[config.mk]
export PLATFORM = sky130hd
export DESIGN_NAME = product_accumulator
export DESIGN_NICKNAME = d
export VERILOG_FILES = /design/src/rtl/product_accumulator.sv
export SDC_FILE = /design/constraint.sdc
export NUM_CORES = 1
export LEC_CHECK = 0
export CORE_MARGIN = 1
export CORE_UTILIZATION = 53
export DETAILED_ROUTE_END_ITERATION = 10
export PLACE_DENSITY = 0.86
export SKIP_LAST_GASP = 1
export SYNTH_ARGS = -nofsm -noshare
export SYNTH_HDL_FRONTEND = slang
export SYNTH_SLANG_ARGS = --single-unit
[constraint.sdc]
create_clock -name clk -period 4.2 [get_ports clk]
set_clock_uncertainty 0.05 [all_clocks]
set_input_delay 0.42 -clock clk [delete_from_list [all_inputs] [get_ports clk]]
set_output_delay 0.42 -clock clk [all_outputs]
set_load 0.005 [all_outputs]
[src/rtl/product_accumulator.sv]
// Burst accumulator: sums a length-counted stream of unsigned products into a
// saturating register and hands the result off with a valid/ready handshake.
module product_accumulator #(
    parameter int unsigned PW = 16,
    parameter int unsigned AW = 20,
    parameter int unsigned CW = 8
) (
    input  logic          clk,
    input  logic          rst,
    input  logic          start,
    input  logic [CW-1:0] len,
    input  logic          p_valid,
    input  logic [PW-1:0] product,
    output logic          p_ready,
    output logic [AW-1:0] acc_out,
    output logic          out_valid,
    input  logic          out_ready,
    output logic          ovf,
    output logic          busy
);

    localparam int unsigned SW = AW + 1;

    typedef enum logic [1:0] {
        IDLE  = 2'd0,
        ACCUM = 2'd1,
        DONE  = 2'd2
    } state_e;

    state_e        state_q, state_d;
    logic [AW-1:0] acc_q, acc_d;
    logic          ovf_q, ovf_d;
    logic [CW-1:0] cnt_q, cnt_d;
    logic [SW-1:0] sum_c;
    logic          accept_c;

    // State and datapath registers
    always_ff @(posedge clk or posedge rst) begin
        if (rst) begin
            state_q <= IDLE;
            acc_q   <= '0;
            ovf_q   <= 1'b0;
            cnt_q   <= '0;
        end else begin
            state_q <= state_d;
            acc_q   <= acc_d;
            ovf_q   <= ovf_d;
            cnt_q   <= cnt_d;
        end
    end

    // Carry out of the widened sum marks a saturating add
    assign accept_c = p_valid && (state_q == ACCUM);
    assign sum_c    = {1'b0, acc_q} + SW'(product);

    // Next-state and datapath update
    always_comb begin
        state_d = state_q;
        acc_d   = acc_q;
        ovf_d   = ovf_q;
        cnt_d   = cnt_q;
        unique case (state_q)
            IDLE: begin
                if (start) begin
                    acc_d = '0;
                    ovf_d = 1'b0;
                    cnt_d = len;
                    state_d = (len == '0) ? DONE : ACCUM;
                end
            end
            ACCUM: begin
                if (accept_c) begin
                    cnt_d = cnt_q - CW'(1);
                    if (ovf_q || sum_c[AW]) begin
                        acc_d = '1;
                        ovf_d = 1'b1;
                    end else begin
                        acc_d = sum_c[AW-1:0];
                    end
                    if (cnt_q == CW'(1)) begin
                        state_d = DONE;
                    end
                end
            end
            DONE: begin
                if (out_ready) begin
                    state_d = IDLE;
                end
            end
            default: begin
                state_d = IDLE;
            end
        endcase
    end

    // Handshake flags decode straight from state so reset clears them at once
    assign p_ready   = (state_q == ACCUM);
    assign out_valid = (state_q == DONE);
    assign busy      = (state_q != IDLE);
    assign acc_out   = acc_q;
    assign ovf       = ovf_q;

endmodule

==> qor.csv <==
metric,value,unit
status,completed,
Hold Path Class,reg -> reg,
"Top FF cell, synth",dfrtp_1,
antenna fix cells,0,
"Seq/Total Area, Yosys",32.8,%
Arrival @ worst endpoint,3.19,ns
CP Class,in -> reg,
initial antenna violation count,0,
launch point of the worst reg-to-reg path,acc_out[0]$_DFFE_PP0P_,
area added between synthesis and finish,27.3,%
FP Rows,23,
crit end category,flop,
leak pwr,1.39,nW
Final ANT Viol Nets,0,
Peak supply drop,0.000370,V
first-pass GRT wire length,9360,um
Worst-Margin Slew,1.02,ns
R2R depth,9,
I/O pin cnt,53,
Max H-tree Level,2,
final setup violation count,0,
GP Congestion,0.884,
hold endpoint,cnt_q[7]$_DFFE_PP0P_,
TritonCTS clock tree,yes,
Starting DRT DRC Count,198,
routed len/inst,15.2,um
dpl hpwl,4130,um
min cycle time layout,3.07,ns
starting density of the core,57.1,%
Post-Route Setup TNS,0,ns
post-layout util,72.7,%
1st-pass router iterations,4,
I/O Buffers,52,
mapped cell area,0.00237,mm^2
post-CTS setup buffers,0,
Yosys reg bits,31,
relative slew slack,31.9,%
die span in y,68.8,um
largest net degree at the start of global routing,32,
pins over their slew limit,0,
worst reg-to-reg setup slack,1.28,ns
# nets final,375,
share of post-route cells with drive strength above 1,6.71,%
crit-path max FO,15,
clock latency on the worst-skew pair,0.28,ns
Critical Path Source Type,primary input,
Via Count,2319,
synthesized instance count,277,
Post-CTS Hold Buffers,0,
CTS Root Buffer Type,clkbuf_8,
"FFs w/ async S/R, synth",100,%
Avg Synthesized Cell Area,8.55,um^2
RSZ-0062 raised after global routing,no,
clock buffer count from CTS,5,
Routed WL,5750,um
core footprint,0.00414,mm^2
vias in the first global route,2120,
max_cap viols,0,
die footprint,0.00474,mm^2
Yosys Warn Count,0,
Resize count post-CTS,0,
worst hold stages,2,
Power Dens Cells,619,mW/mm^2
Clock Sinks,31,
Tcrit/Tclk final,73.0,%
Synth cell types,51,
Clock Tree Buf Depth,2,
Post-Syn Nets,325,
Total GRT Usage,26.8,%
number of flops mapped to enable cells by yosys,0,
vias per cell,6.13,
hold path start,cnt_q[7]$_DFFE_PP0P_,
DRC Markers,0,
Congestion Overflow GR,0,
chip width,68.8,um
Hold Fails Final Rpt,0,
"Reg clk slew, reported paths",0.07,ns
Achievable Freq,326,MHz
Critical Path RT,4.32,ns
worst reg2reg path endpoint,acc_out[11]$_DFFE_PP0P_,
==> final cells by class <==
type | instances | area, um^2
fill | 332 | 1130
inverter | 11 | 41.3
tap | 50 | 62.6
timing repair buffer | 53 | 528
sequential | 31 | 776
clock inverter | 1 | 7.51
multi-input combinational | 225 | 1500
clock buffer | 7 | 96.3
==> routing by layer <==
layer / routed length [um] / vias to the layer above / share of wire, % / GRT usage (%)
li1: - / 1116 / - / -
met1: 2650 / 1100 / 46 / 34.4
met2: 2710 / 85 / 47 / 45.0
met3: 302 / 18 / 5.3 / 4.28
met4: 96 / 0 / 1.7 / 10.2
met5: 0 / - / 0 / 0
==> metrics by stage <==
step / hold WS (ns) / area, um^2 / std cells / setup slack [ns] / total power [mW]
final: 0.450 / 3010 / 378 / 1.13 / 1.87
after global routing: 0.476 / 3010 / 378 / 0.926 / 2.02
after CTS: 0.452 / 3010 / 378 / 1.16 / 1.86
after detailed placement: 0.436 / 2910 / 370 / 0.873 / 1.58
after global placement: 0.419 / 2910 / 370 / 0.962 / 1.56
after floorplan: 0.399 / 2370 / 277 / 1.81 / 1.25
==> state kept, by name (all words and copies together), names as in the netlist <==
register  flops
cnt_q         8
ovf           1
state_q       2
acc_out      20
==> synthesized netlist by cell type (2+ instances only) <==
master     n  share of area, %
a211oi_2   3               1.6
a31oi_1    6               1.6
buf_2      3              0.63
nand2_1   19               3.0
ha_1      18               9.5
o22ai_1    2              0.53
nand3_1   11               2.3
nor3_1     7               1.5
xor2_1     8               3.0
nor2_1    30               4.8
a21oi_2    2              0.74
dfrtp_1   31                33
clkbuf_1   6              0.95
a22oi_1    5               1.6
mux2i_1    4               1.7
nor2b_1    6               1.6
nor4_1     2              0.53
a21o_1    15               4.8
nand2b_1   2              0.53
a221o_1    2              0.85
and3_1     2              0.53
inv_1     11               1.7
a21oi_1   26               5.5
o21ai_0   18               3.8
xnor2_1    4               1.5
a211oi_1   4               1.3
nand3b_1   2              0.63
a211o_1    3               1.1
o21ai_1    2              0.42
or3_1      2              0.53
==> power breakdown <==
group | switching [mW] | internal (mW)
clock | 0.121 | 0.149
sequential | 0.114 | 0.410
combinational | 0.565 | 0.508
==> logic make-up after synthesis <==
group | synth area share (%)
compound gates | 28.6
simple gates | 18.3
flops | 32.8
buf+inv | 3.81
fa+ha+maj | 10.4
xor+xnor | 4.44
mux | 1.69
==> worst max path at each step <==
stage | startpoint | end | slack [ns] | cells after the start
after floorplan | product[0] | acc_out[5]$_DFFE_PP0P_ | 1.81 | 10
after global placement | product[0] | acc_out[13]$_DFFE_PP0P_ | 0.96 | 10
after detailed placement | product[0] | acc_out[11]$_DFFE_PP0P_ | 0.87 | 10
after CTS | product[0] | acc_out[11]$_DFFE_PP0P_ | 1.16 | 10
after global routing | product[0] | acc_out[13]$_DFFE_PP0P_ | 0.93 | 10
final | product[0] | acc_out[11]$_DFFE_PP0P_ | 1.13 | 10
==> worst max-delay path, stage by stage <==
cell and delay (ns):
clkdlybuf4s50_1 0.40, ha_1 0.23, fa_1 0.41, a21oi_1 0.27, o22ai_1 0.17, a21oi_1 0.16, nand2_1 0.10, a211oi_4 0.61
nor2_2 0.13, a211o_1 0.30
==> cells in the final DEF (no fill, tap or decap), types with 3 or more instances in the layout <==
cell type         n
nand2_1          19
a21oi_1          26
nor3_1            7
a22oi_1           5
a211o_1           3
nor2_1           30
nand3_1          11
a211oi_2          3
nor2b_1           6
a31oi_1           6
mux2i_1           4
inv_1            11
dfrtp_1          31
xor2_1            8
o21ai_0          18
a211oi_1          4
ha_1             18
xnor2_1           4
a21o_1           15
clkdlybuf4s50_1  52
clkbuf_8          7
Note: power is estimated with default switching activity, not from simulation.
